===== src/rtl/strhw_add512.sv =====
// strhw_add512: multi-cycle 512-bit modular adder (a + b mod 2^512), CHUNK_W bits per cycle
module strhw_add512 #(
    parameter int CHUNK_W = 64
) (
    input  logic         clk_i,
    input  logic         rst_i,
    input  logic         trg_i,
    input  logic [511:0] a_i,
    input  logic [511:0] b_i,
    output logic [511:0] result_o,
    output logic         ready_o
);
    localparam int NCHUNK = 512 / CHUNK_W;
    localparam int IW = (NCHUNK > 1) ? $clog2(NCHUNK) : 1;

    typedef enum logic {IDLE, BUSY} state_t;

    state_t         state_q, state_d;
    logic [511:0]   a_q, a_d, b_q, b_d, acc_q, acc_d, result_q, result_d;
    logic           carry_q, carry_d, ready_q, ready_d;
    logic [IW-1:0]  idx_q, idx_d;
    logic [CHUNK_W:0] sum_w;

    assign sum_w = {1'b0, a_q[idx_q*CHUNK_W +: CHUNK_W]} + {1'b0, b_q[idx_q*CHUNK_W +: CHUNK_W]}
                 + {{CHUNK_W{1'b0}}, carry_q};

    always_comb begin
        state_d  = state_q;
        a_d      = a_q;
        b_d      = b_q;
        acc_d    = acc_q;
        carry_d  = carry_q;
        idx_d    = idx_q;
        result_d = result_q;
        ready_d  = ready_q;
        if (trg_i) begin
            state_d = BUSY;
            a_d     = a_i;
            b_d     = b_i;
            acc_d   = '0;
            carry_d = 1'b0;
            idx_d   = '0;
            ready_d = 1'b0;
        end else if (state_q == BUSY) begin
            acc_d[idx_q*CHUNK_W +: CHUNK_W] = sum_w[CHUNK_W-1:0];
            carry_d = sum_w[CHUNK_W];
            idx_d   = idx_q + IW'(1);
            // final chunk: publish the whole sum at once, top carry dropped
            if (idx_q == IW'(NCHUNK - 1)) begin
                result_d = acc_d;
                ready_d  = 1'b1;
                state_d  = IDLE;
            end
        end
    end

    always_ff @(posedge clk_i or negedge rst_i) begin
        if (!rst_i) begin
            state_q  <= IDLE;
            a_q      <= '0;
            b_q      <= '0;
            acc_q    <= '0;
            carry_q  <= 1'b0;
            idx_q    <= '0;
            result_q <= '0;
            ready_q  <= 1'b0;
        end else begin
            state_q  <= state_d;
            a_q      <= a_d;
            b_q      <= b_d;
            acc_q    <= acc_d;
            carry_q  <= carry_d;
            idx_q    <= idx_d;
            result_q <= result_d;
            ready_q  <= ready_d;
        end
    end

    assign result_o = result_q;
    assign ready_o  = ready_q;
endmodule


===== config.mk =====
export PLATFORM = sky130hd
export DESIGN_NAME = strhw_add512
export DESIGN_NICKNAME = d
export VERILOG_FILES = /design/src/rtl/strhw_add512.sv
export SDC_FILE = /design/constraint.sdc
export NUM_CORES = 2
export LEC_CHECK = 0
export BUFFER_PORTS_ARGS = -buffer_cell sky130_fd_sc_hd__buf_2
export CAP_MARGIN = 15
export CORE_AREA = 3 3 594 596
export DETAILED_ROUTE_END_ITERATION = 8
export DIE_AREA = 0 0 597 599
export PLACE_DENSITY = 0.56
export SETUP_SLACK_MARGIN = 0.5
export SLEW_MARGIN = 20
export SYNTH_ARGS = -nofsm -noshare
export SYNTH_HDL_FRONTEND = slang
export SYNTH_SLANG_ARGS = --single-unit

===== constraint.sdc =====
create_clock -name clk_i -period 5.3 [get_ports clk_i]
set_input_delay 0.53 -clock clk_i [delete_from_list [all_inputs] [get_ports clk_i]]
set_output_delay 0.53 -clock clk_i [all_outputs]
set_load 0.05 [all_outputs]

# Word level (Yosys, flattened, before mapping)
# Index checks and enable logic that the tools add are counted.
# totals
memories	0
input_bits	1027
romBits	0
register_bits	2054
wordCells	35
mem_bits_rw	0
out_inout_bits	513
latchBits	0
# op_classes
reduce_logical	4
div_mod_pow	0
n_eq_ne	1
multipliers	0
n_lt_le_gt_ge	0
add_sub_neg	4
bitwise_logic	1
shift	4
mux	13
# ops
op	count
$mux W512	2
$shiftx A512 B10 Y64	2
$bwmux W512	1
$shift A64 B34 Y512 const A	1
$shiftx A64 B34 Y512	1
$add A64 B64 Y65	1
$add A65 B1 Y65	1
$neg A9 Y34	1
$mux W1	8
$mux W3	2
$reduce_bool A2 Y1	2
$add A3 B1 Y3 const B	1
$eq A3 B3 Y1 const B	1
$reduce_and A3 Y1	1
$reduce_and A2 Y1	1
$not A1 Y1	1

# Longest topological paths before layout
# depth
depth_word	7
mapped_depth	20
depth_no_buf	15

# Worst setup path after synthesis
# No wires, ideal clock.
# synth_path
path_kind	reg2reg
from	register idx_q[0]
to	register result_q[440], in the netlist result_o[440]
path_stages_with_launch	20
required_time_ns	5.174
n_path_buf	4
arrival_time_ns	5.257
path_slack_ns	-0.083
setup_time_ns	0.126
period_less_slack_ns	5.383
cell_sequence	dfrtp_1 > clkbuf_1 > clkbuf_1 > buf_1 > mux4_2 > nand2_1 > nand2_1 > fa_1 > fa_1 > a211oi_1 > nor4_1 > nor2_1 > a21oi_1 > o21a_1 > or2_2 > a31oi_2 > o31ai_1 > xor2_1 > buf_2 > a221o_1
# synth_between
elab_chain_cells	5
elab_cells_between_ends	10
classes_between	add/sub (3); eq/ne (1); shift (4); mux (1); reduce/logical (1)
# synth_rtl
element	line	rtl
start, declared	21	logic [IW-1:0] idx_q, idx_d;
start signal, assigned	73	idx_q <= idx_d;
$shiftx A512 B10 Y64	24	assign sum_w = {1'b0, a_q[idx_q*CHUNK_W +: CHUNK_W]} + {1'b0, b_q[idx_q*CHUNK_W +: CHUNK_W]}
$add A64 B64 Y65	24	
$add A65 B1 Y65	25	+ {{CHUNK_W{1'b0}}, carry_q};
$shiftx A64 B34 Y512	45	acc_d[idx_q*CHUNK_W +: CHUNK_W] = sum_w[CHUNK_W-1:0];
$bwmux W512	45	
end signal, assigned	74	result_q <= result_d;
end, declared	19	logic [511:0] a_q, a_d, b_q, b_d, acc_q, acc_d, result_q, result_d;
# Parallel ways exist; a longest one is shown, timed or not.
# A chain may end at the register's enable or synchronous reset.

# Final worst setup path
# layout_path
from	register idx_q[0]
to	register result_q[124], in the netlist result_o[124]
# The elaborated chain is that of the path after synthesis.

==> results.yml <==
outcome:
  status: "completed"
global_routing:
  grt_pass1_wl_microns: 618000
  gr-total-overflow: 0
  grt_use_total_pct: 24.2
  grt_max_degree: 162
  grt_pass1_vias: 78253
  grt_antenna_before_repair: 125
yosys:
  synth-edff-count: 0
  postSynth.asyncResetShare_pct: 100
  yosys.area.top_type: "dfrtp_1"
  yosysWarningCount: 0
  synth-seq-cells: 2054
  synth_top_area_share_pct: 56.0
  synth_area_leaders: "dfrtp_1, mux2_2, mux4_2"
  syn-num-nets: 9008
  yosysSeqAreaShare_pct: 56.0
  yosysMostFrequentCell: "dfrtp_1"
  synthesis.area_sq_um: 91800
  synth_ff_type: "dfrtp_1"
  synth.distinct_cells: 78
  netlist_instances: 7909
  yosys-top-cells-count: "dfrtp_1, nand2_1, mux2_2"
  avgSynthCellArea_sq_um: 11.6
clocking:
  root_buffer: "clkbuf_16"
  cts.clk_slew.worst_paths_ns: 0.06
  cts.sinks: 2054
  h-tree-depth: 4
  cts-buffers-inserted: 229
  max-clock-path-buffers: 4
  clkLatencyLatePin_ns: 0.96
  tritoncts: "done"
pwr:
  p_leak_uw: 0.0582
  power_density_nw_per_um2: 445
  vdd_drop_max_v: 0.000413
placement:
  place_congestion: 0.871
  detailed_place.area_sq_um: 108000
  dp_hpwl_microns: 326000
  numPortBuffers: 1539
sta:
  rsz0062_at_grt: "yes"
  min_period_over_period_pct: 92.8
  setup_viol: 0
  worstMarginPinSlew_ns: 1.11
  max-slew-margin-rel_pct: 25.9
  hold_viol: 0
  clock-skew-final_ns: 0.134
  period_needed_ns: 4.92
  clock.fmax_mhz: 203
  finalMaxSlewViolations: 0
route:
  final_antenna_net_count: 0
  wl_microns: 452000
  drc: 0
  vias: 78348
  routedWlPerCell_microns: 29.2
  dr.pass1.iters: 6
  post_drt_via_cell_ratio: 5.06
  first_iter_violations: 7313
setup_path:
  crit_start: "idx_q[0]"
  rrSetupSlack_ns: 0.38
  critPathKind: "reg2reg"
  path_max_fanout: 7
  arrival_ns: 5.63
  r2r_start: "idx_q[0]"
  worstPathRequired_ns: 6.01
  startpoint_type: "flop"
  end_kind: "flop"
finish:
  synthToLayoutAreaGrowth_pct: 40.8
  final_area_sq_um: 129000
  nNetsFinal: 11725
  post-route-util_pct: 37.1
  layout-drive-gt1-share_pct: 37.7
floorplanning:
  die_y_microns: 599
  row_count: 217
  initial_core_util_pct: 26.3
  io_pins: 1540
  die_w_microns: 597
  coreArea_sq_um: 349000
  die_area_sq_um: 358000
flow_run:
  cap_violations: 0
hold_path:
  hp-class: "in2async"
[worst max-delay path: stages (launching register included)]
cell	delay, ns
dfrtp_4	0.52
buf_4	0.16
buf_12	0.12
mux4_2	0.43
nand2_1	0.15
nand2_4	0.11
fa_2	0.40
fa_2	0.39
a211oi_4	0.26
nor4_2	0.09
nor2_2	0.27
a21oi_1	0.13
o21a_1	0.28
o21ai_1	0.14
buf_4	0.15
a311o_1	0.26
nand3_1	0.17
buf_12	0.19
a32oi_1	0.35
o21ai_0	0.16
[kinds of logic (layout without fill, tap and decap cells)]
logic type,count (synthesis),after routing,share of synthesized area [%]
other,0,69,0
DFF,2054,2054,56.0
adders and majority gates,72,72,0.998
buffers and inverters,682,3578,2.89
AOI/OAI and AO/OA,1513,1513,10.7
muxes,1283,1283,18.9
and+or+nand+nor,2250,2250,9.98
xor gates and xnor gates,55,55,0.541
[path summary, 6_finish.rpt]
path / endpoint / cells after the start
worst max-delay path: result_o[124] / 19
min in group clk_i: b_q[319] / 3
worst max register to register: result_o[124] / 19
worst min register to register: result_o[422] / 2
worst min-delay path: result_o[424] / 2
max in group asynchronous: a_q[500] / 3
[routing by layer]
metal	global-route usage, %	share of wire [%]
met1	30.5	40
met2	39.3	47
met3	5.08	7.5
met4	12.3	6.0
met5	0	0.048
[registers in the layout (all words and copies together), names as in the netlist]
register and cells:
state_q 1, result_o 512, ready_o 1, b_q 512, a_q 512, acc_q 512, idx_q 3, carry_q 1
[stage by stage]
stage	hold slack (ns)	std cells	worst slack [ns]	TNS (ns)	total power, uW
2_1_floorplan	0.234	7909	0.521	0	26600
3_3_place_gp	0.453	13855	-0.230	-8.87	39300
3_5_place_dp	0.463	13857	-0.201	-9.41	39500
4_1_cts	0.210	15300	0.203	0	56600
5_1_grt	0.244	15453	0.220	0	59800
6_report	0.244	15473	0.380	0	57500
[area by class of cell]
| class | count | area, sq um |
|---|---|---|
| Inverter | 32 | 125 |
| Clock inverter | 79 | 916 |
| Tap cell | 4599 | 5750 |
| Timing Repair Buffer | 3136 | 24400 |
| Clock buffer | 331 | 6630 |
| Fill cell | 33900 | 219000 |
| Antenna cell | 69 | 173 |
| Sequential cell | 2054 | 51400 |
| Multi-Input combinational cell | 5173 | 39700 |
[where the power goes]
| part | switching, uW | internal, uW |
|---|---|---|
| Sequential | 1200 | 17100 |
| Clock | 6990 | 9320 |
| Combinational | 14600 | 8250 |
[cells in the final DEF (no fill, tap or decap), types with 17 or more instances in the layout]
master,count
xnor2_2,29
o21bai_1,19
a21o_1,40
a221o_1,17
a21oi_1,502
nand3b_1,22
dfrtp_1,2051
clkbuf_8,52
a22o_1,206
buf_4,401
nor3_1,38
a32oi_1,35
a21oi_2,19
dlygate4sd3_1,1026
ha_4,31
nand2_1,1024
ha_1,36
nand4_1,33
nand3_1,68
nand2_4,19
and3_1,89
a221oi_1,138
nor2_1,781
o21ai_1,44
inv_1,31
mux2_2,1024
clkbuf_16,242
buf_2,1537
a22oi_1,39
diode_2,69
o21ai_0,255
buf_12,128
clkinv_2,39
nand2_2,81
mux4_2,256
a31oi_1,108
clkbuf_1,50
[repair_timing]
action / in CTS / in global routing
hold buffers: 1026 / 0
buffers inserted: 3 / 90
resized for setup: 39 / 270
pin swaps: 1 / 47
hold endpoints to repair: 1081 / 0
endpoints found under the setup margin: 752 / 731
cloned: 4 / 14
(Power assumes the default switching activity.)
